**src/rtl/mem_seq.sv**
```systemverilog
// mem_seq: control sequencer for a two-operand CPU core with a shared memory bus.
// Walks each instruction through fetch, decode, source/destination extension
// words and operand reads, execute, memory write-back and autoincrement.
// Ports:
//   clk, rst       clock, asynchronous active-high reset
//   mem_rdy        memory completes the current bus cycle this clock
//   fmt_j, as, ad, cg, imm, wr   decoded instruction fields, stable per IR
//   MAB_sel        address source (0 = PC, 1 = Sout, 2 = CALC)
//   mem_req, MW    bus cycle active, memory write
//   RW, MPC, MD    register write, PC mux, Din mux
//   ir_ld, xs_ld, xd_ld, src_ld, dst_ld, exec   load and execute strobes
//   instr_cnt      retired-instruction count
//   state          current sequencer state
module mem_seq #(
  parameter int CNT_W = 16
) (
  input  logic             clk,
  input  logic             rst,
  input  logic             mem_rdy,
  input  logic             fmt_j,
  input  logic [1:0]       as,
  input  logic             ad,
  input  logic             cg,
  input  logic             imm,
  input  logic             wr,
  output logic [2:0]       MAB_sel,
  output logic             mem_req,
  output logic             MW,
  output logic             RW,
  output logic [1:0]       MPC,
  output logic [1:0]       MD,
  output logic             ir_ld,
  output logic             xs_ld,
  output logic             xd_ld,
  output logic             src_ld,
  output logic             dst_ld,
  output logic             exec,
  output logic [CNT_W-1:0] instr_cnt,
  output logic [3:0]       state
);
  localparam logic [3:0] FETCH   = 4'd0;
  localparam logic [3:0] DECODE  = 4'd1;
  localparam logic [3:0] EXT_SRC = 4'd2;
  localparam logic [3:0] SRC_RD  = 4'd3;
  localparam logic [3:0] EXT_DST = 4'd4;
  localparam logic [3:0] DST_RD  = 4'd5;
  localparam logic [3:0] EXEC    = 4'd6;
  localparam logic [3:0] WB_MEM  = 4'd7;
  localparam logic [3:0] INC     = 4'd8;
  logic [3:0]       r_state;
  logic [3:0]       w_next;
  logic             r_ainc;
  logic [CNT_W-1:0] r_cnt;
  logic             w_idx_src;
  logic             w_retire;
  logic [2:0]       w_mab;
  logic             w_req, w_mw, w_rw, w_ir, w_xs, w_xd, w_src, w_dst, w_ex;
  logic [1:0]       w_mpc, w_md;
  // indexed/symbolic source needs an extension word and then a memory read
  assign w_idx_src = (as == 2'b01) && !cg;
  always_ff @(posedge clk or posedge rst)
    if (rst) r_state <= FETCH;
    else     r_state <= w_next;
  always_comb begin
    w_next = FETCH;
    case (r_state)
      FETCH:   w_next = mem_rdy ? DECODE : FETCH;
      DECODE:  w_next = fmt_j ? EXEC :
                        (w_idx_src || imm) ? EXT_SRC :
                        (as[1] && !cg) ? SRC_RD :
                        ad ? EXT_DST : EXEC;
      EXT_SRC: w_next = !mem_rdy ? EXT_SRC :
                        (as == 2'b01) ? SRC_RD :
                        ad ? EXT_DST : EXEC;
      SRC_RD:  w_next = !mem_rdy ? SRC_RD : ad ? EXT_DST : EXEC;
      EXT_DST: w_next = mem_rdy ? DST_RD : EXT_DST;
      DST_RD:  w_next = mem_rdy ? EXEC : DST_RD;
      EXEC:    w_next = (ad && wr) ? WB_MEM : r_ainc ? INC : FETCH;
      WB_MEM:  w_next = !mem_rdy ? WB_MEM : r_ainc ? INC : FETCH;
      INC:     w_next = FETCH;
      default: w_next = FETCH;
    endcase
  end
  always_comb begin
    w_mab = 3'd0;
    w_req = 1'b0;
    w_mw  = 1'b0;
    w_rw  = 1'b0;
    w_mpc = 2'd0;
    w_md  = 2'd0;
    w_ir  = 1'b0;
    w_xs  = 1'b0;
    w_xd  = 1'b0;
    w_src = 1'b0;
    w_dst = 1'b0;
    w_ex  = 1'b0;
    case (r_state)
      FETCH: begin
        w_req = 1'b1;
        w_ir  = mem_rdy;
        w_mpc = {1'b0, mem_rdy};
      end
      EXT_SRC: begin
        w_req = 1'b1;
        w_xs  = mem_rdy;
        w_mpc = {1'b0, mem_rdy};
      end
      SRC_RD: begin
        w_req = 1'b1;
        w_mab = (as == 2'b01) ? 3'd2 : 3'd1;
        w_src = mem_rdy;
      end
      EXT_DST: begin
        w_req = 1'b1;
        w_xd  = mem_rdy;
        w_mpc = {1'b0, mem_rdy};
      end
      DST_RD: begin
        w_req = 1'b1;
        w_mab = 3'd2;
        w_dst = mem_rdy;
      end
      EXEC: begin
        w_ex = 1'b1;
        w_rw = wr && !ad && !fmt_j;
      end
      WB_MEM: begin
        w_req = 1'b1;
        w_mab = 3'd2;
        w_mw  = 1'b1;
      end
      INC: begin
        w_rw = 1'b1;
        w_md = 2'd2;
      end
      default: ;
    endcase
  end
  // ainc remembers an @Rn+ source until the register update in INC
  always_ff @(posedge clk or posedge rst)
    if (rst)                                                     r_ainc <= 1'b0;
    else if (r_state == FETCH)                                   r_ainc <= 1'b0;
    else if (r_state == SRC_RD && mem_rdy && as == 2'b11 && !imm) r_ainc <= 1'b1;
  assign w_retire = (w_next == FETCH) &&
                    (r_state == EXEC || r_state == WB_MEM || r_state == INC);
  always_ff @(posedge clk or posedge rst)
    if (rst)           r_cnt <= '0;
    else if (w_retire) r_cnt <= r_cnt + 1'b1;
  // strobes and writes are masked combinationally so reset kills them at once
  assign MAB_sel   = w_mab;
  assign mem_req   = w_req;
  assign MW        = w_mw  && !rst;
  assign RW        = w_rw  && !rst;
  assign MPC       = rst ? 2'd0 : w_mpc;
  assign MD        = rst ? 2'd0 : w_md;
  assign ir_ld     = w_ir  && !rst;
  assign xs_ld     = w_xs  && !rst;
  assign xd_ld     = w_xd  && !rst;
  assign src_ld    = w_src && !rst;
  assign dst_ld    = w_dst && !rst;
  assign exec      = w_ex  && !rst;
  assign instr_cnt = r_cnt;
  assign state     = r_state;
endmodule

```
**config.mk**
```make
export PLATFORM = sky130hd
export DESIGN_NAME = mem_seq
export DESIGN_NICKNAME = d
export VERILOG_FILES = /design/src/rtl/mem_seq.sv
export SDC_FILE = /design/constraint.sdc
export NUM_CORES = 1
export LEC_CHECK = 0
export ABC_CLOCK_PERIOD_IN_PS = 5660
export CAP_MARGIN = 20
export CORE_ASPECT_RATIO = 0.75
export CORE_MARGIN = 2
export CORE_UTILIZATION = 30
export CTS_BUF_LIST = sky130_fd_sc_hd__clkbuf_4 sky130_fd_sc_hd__clkbuf_8
export DETAILED_ROUTE_END_ITERATION = 10
export GPL_TIMING_DRIVEN = 0
export PLACE_DENSITY = 0.64
export SLEW_MARGIN = 15
export SYNTH_ARGS = -nofsm -noshare
export SYNTH_HDL_FRONTEND = slang
export SYNTH_SLANG_ARGS = --single-unit
export TNS_END_PERCENT = 10
```
**constraint.sdc**
```tcl
create_clock -name clk -period 5.66 [get_ports clk]
set_clock_uncertainty 0.15 [all_clocks]
set_input_delay 1.415 -clock clk [delete_from_list [all_inputs] [get_ports clk]]
set_output_delay 1.415 -clock clk [all_outputs]
set_load 0.02 [all_outputs]
```
[Word-level counts from Yosys, hierarchy flattened]
Cells that the tools add are included.
Storage, ports and cells
  register bits: 21
  latch bits: 0
  memory bits (writable): 0
  bits in read-only memories: 0
  input port bits: 10
  output and inout port bits: 36
  logic and storage cells: 76
  memories kept: 0
Operators by class
  add/sub/neg operators: 1
  multiply operators: 0
  divide/modulo/power cells: 0
  $lt $le $gt $ge: 0
  equal/unequal tests: 10
  shift-type cells: 0
  muxes and demuxes: 31
  bitwise gates (word level): 0
  reduce and logical (&&, ||, !) cells: 31
Operators with widths (number)
  two-way mux 4 bit: 8
  case mux 4 bit (8 select lines): 1
  logical AND 1 bit: 17
  adder 16 x 1 -> 16 bit (second input constant): 1
  equality test 4 x 3 -> 1 bit (second input constant): 4
  two-way mux 1 bit: 13
  two-way mux 2 bit: 6
  equality test 4 x 2 -> 1 bit (second input constant): 2
  logical NOT 4 bit: 2
  OR reduction 6 bit: 1
  logical NOT 1 bit: 5
  equality test 4 x 1 -> 1 bit (second input constant): 1
  equality test 4 bit (second input constant): 1
  case mux 2 bit (2 select lines): 1
  logical OR 1 bit: 3
  two-way mux 3 bit: 1
  OR reduction 3 bit: 1
  equality test 2 x 1 -> 1 bit (second input constant): 1
  equality test 2 bit (second input constant): 1
  case mux 1 bit (2 select lines): 1
  nonzero test 2 bit: 1
  OR reduction 2 bit: 1

[Logic depth before layout (Yosys ltp)]
  word-level depth: 8
  gate-level depth with buffers: 7
  depth with buffers taken out: 6

[Worst setup path before layout]
OpenSTA, ideal clock, no wires.
  kind: input -> output
  start: input rst
  end: output MPC[0]
  arrival: 3.286 ns
  required time: 4.095 ns
  slack: 0.809 ns
  stages on the path: 3
  path buffers: 0
  cell sequence: inv_1 > nand2_1 > a2111oi_0
On the way
  word-level cells in the longest chain between the ends: 1
Ends and longest elaborated chain
  start: declaration: RTL line 18  | input logic rst,
  two-way mux 2 bit: RTL line 154  | assign MPC = rst ? 2'd0 : w_mpc;
  end: declaration: RTL line 30  | output logic [1:0] MPC,
No other way between the ends.

[Worst setup path in the final report]
Ends and elaborated chain as after synthesis.

==> metrics.txt <==
Worst-path clk slew roughly 0.070 ns; register area share after synthesis 0.402; Syn-to-layout area delta 41.1%; Post-Syn Instances between 100 and 150; Area contributors post-synth dfrtp_1, xnor2_1, nand2_1, nor3_1, o21ai_0; H-tree levels 1; Antenna Diode Count 0; Syn Std Cell Area around 1300 sq um; largest area contributor in the synthesized netlist dfrtp_1; slowest stage cell, crit path clkdlybuf4s50_1; TritonCTS clock tree yes; first-pass GRT wire length 5.29 mm; Die ar. just under 5000 sq um; cts repair resizes 0; # IOs 46; period utilization 0.918; Hold Crit Class reg2reg; Max Cap Viol 0; Post-synth EDFFs 0; P_leak 0.742 nW; 1st-iter DRT viols between 80 and 90; fraction of layout instances using a drive strength above 1 0.124; Worst Path Arrival 3.63 ns; CP Class in2out; post-layout min period approximately 5.2 ns; critical-path maximum fanout 23; vias post-DR 1177; critical path, cell by cell clkdlybuf4s50_1, clkinvlp_4, nand2_1, a2111oi_0, clkdlybuf4s50_1; Pwr Total approximately 0.72 mW; Max Clk Rate a little under 0.2 GHz; core area about 4000 sq um; Yosys Warn Count 0; Post CTS Setup Buffer Count 0; #FFs+latches synth 21; Post-route DRC 0; commonest non-fill, non-tap cell in the layout clkdlybuf4s50_1; Critical Path Sink Type primary output; row cnt 20; CTS Buffer Depth 2; Avg Inst Size Synth 9.47 sq um; Post-Layout Inst Area around 1800 sq um; final setup TNS 0 ns; initial antenna violation count 0; Num CTS Buffers 3; layout net count roughly 200; final wirelength approximately 3.2 mm; vias in the first global route between 1000 and 1500; Placed Area around 1800 sq um; CTS Hold Buffers Added 0; Synth top area share 0.402; Worst Path Required a little over 4 ns; Initial Util 0.318; Die W around 80 microns; Clk Latency, worst-skew pair about 0.25 ns; Setup-failing EPs final 0; vias per inst 4.90; Critical path origin rst; worst vdd rail ir drop between 0.2 and 0.25 mV; worst reg2reg startpoint state[1]; detailed-router iteration count before antenna repair 4; largest net degree at the start of global routing 24; Port Buffer Count 41; status finished clean; hold_sp instr_cnt[15]; most used cell, CP clkdlybuf4s50_1; synth unique cells 45; most frequent cells in the layout clkdlybuf4s50_1, dfrtp_1, nand2_1, xnor2_1; Die Height just over 60 microns; Slew Limit Fails 0; Fillers 395; CTS Sinks 21; Post-synth top flop dfrtp_1; CP Launch Type input pin; GRT Overall Usage 0.138; Pwr Density about 390 nW/um^2; GPL Wtd Cong approximately 0.87; Final ANT Viol Nets 0; max incr delay on CP 0.68 ns; Routed WL per cell ~13 microns; Root Buffer clkbuf_8; dpl hpwl 2.47 mm; RSZ-0062 raised after global routing no; grt total ovfl 0; Fin. Hold Viols 0; asr flop ratio synth 1.00; Layout Utilization 0.449
-- Yosys cell counts, types with 2 or more instances --
cell and count:
xnor2_1 13, buf_2 3, o21ai_0 7, and2_1 2, dfrtp_1 21, nand3_1 6, nand4_1 5, nor2b_1 2
or2_2 2, buf_4 3, clkbuf_1 3, a31oi_1 2, nor4_1 2, nor3_1 7, nand2_1 13, nor2_1 2
a21oi_1 4, nor3_2 2, and4_1 2, and3b_1 2, xor2_1 2, and3_1 2, nor4b_1 2, a31o_2 2
nand2b_1 3, o21ai_2 2, inv_1 4
-- cells by family after synthesis --
family	Yosys count	synth area share
AO/OA/AOI/OAI	24	0.129
XOR/XNOR	15	0.101
adder cells (fa/ha/maj)	1	0.00958
buffers and inverters	14	0.0517
flip-flops	21	0.402
multiplexers	1	0.00862
other	1	0.00287
AND/OR/NAND/NOR	61	0.295
-- sequential cells by signal, summed over array words and instances, names as in the netlist --
register and flops:
instr_cnt 16, r_ainc 1, state 4
-- stage by stage --
step                setup slack (ns)  hold slack [ns]  cells
floorplan                      0.809            0.329    140
global placement               0.120            0.312    236
detailed placement            0.0586            0.334    236
CTS                           0.0447            0.348    240
global route                   0.236            0.369    240
finish                         0.464            0.338    240
-- worst max-delay path: cells and delay by family --
kind | cells | cell delay, ns
and+or+nand+nor | 1 | 0.24
AOI/OAI and AO/OA | 1 | 0.43
buffers and inverters | 3 | 1.54
-- routing by layer --
metal,global-route usage,up-vias,share of wire
li1,-,584,-
met1,0.198,558,0.49
met2,0.215,35,0.45
met3,0.0396,0,0.059
met4,0.0169,0,0
met5,0,-,0
-- final timing paths --
kind	depth (start not counted)	slack, ns	to
max	5	0.46	MPC[0]
min	1	0.34	instr_cnt[15]
max reg2reg	6	3.47	instr_cnt[1]
min reg2reg	1	0.34	instr_cnt[15]
max in group asynchronous	2	3.62	instr_cnt[10]
min in group asynchronous	2	1.45	r_ainc
-- power by group --
| part | internal, mW | leakage [nW] | switching (mW) |
|---|---|---|---|
| clock network | 0.0489 | 0.0255 | 0.0471 |
| logic | 0.176 | 0.437 | 0.228 |
| registers | 0.180 | 0.280 | 0.0388 |
| total | 0.405 | 0.742 | 0.314 |
-- area by class of cell --
class / count / area [sq um] / share of cell area
clock buffer: 3 / 41.3 / 0.0224
timing repair buffer: 41 / 410 / 0.223
tap: 55 / 68.8 / 0.0373
inverter: 4 / 18.8 / 0.0102
sequential: 21 / 526 / 0.285
buffer: 10 / 52.6 / 0.0285
clock inverter: 1 / 5.00 / 0.00272
multi-input combinational: 105 / 721 / 0.391
Power figures use the tool's default switching activity.
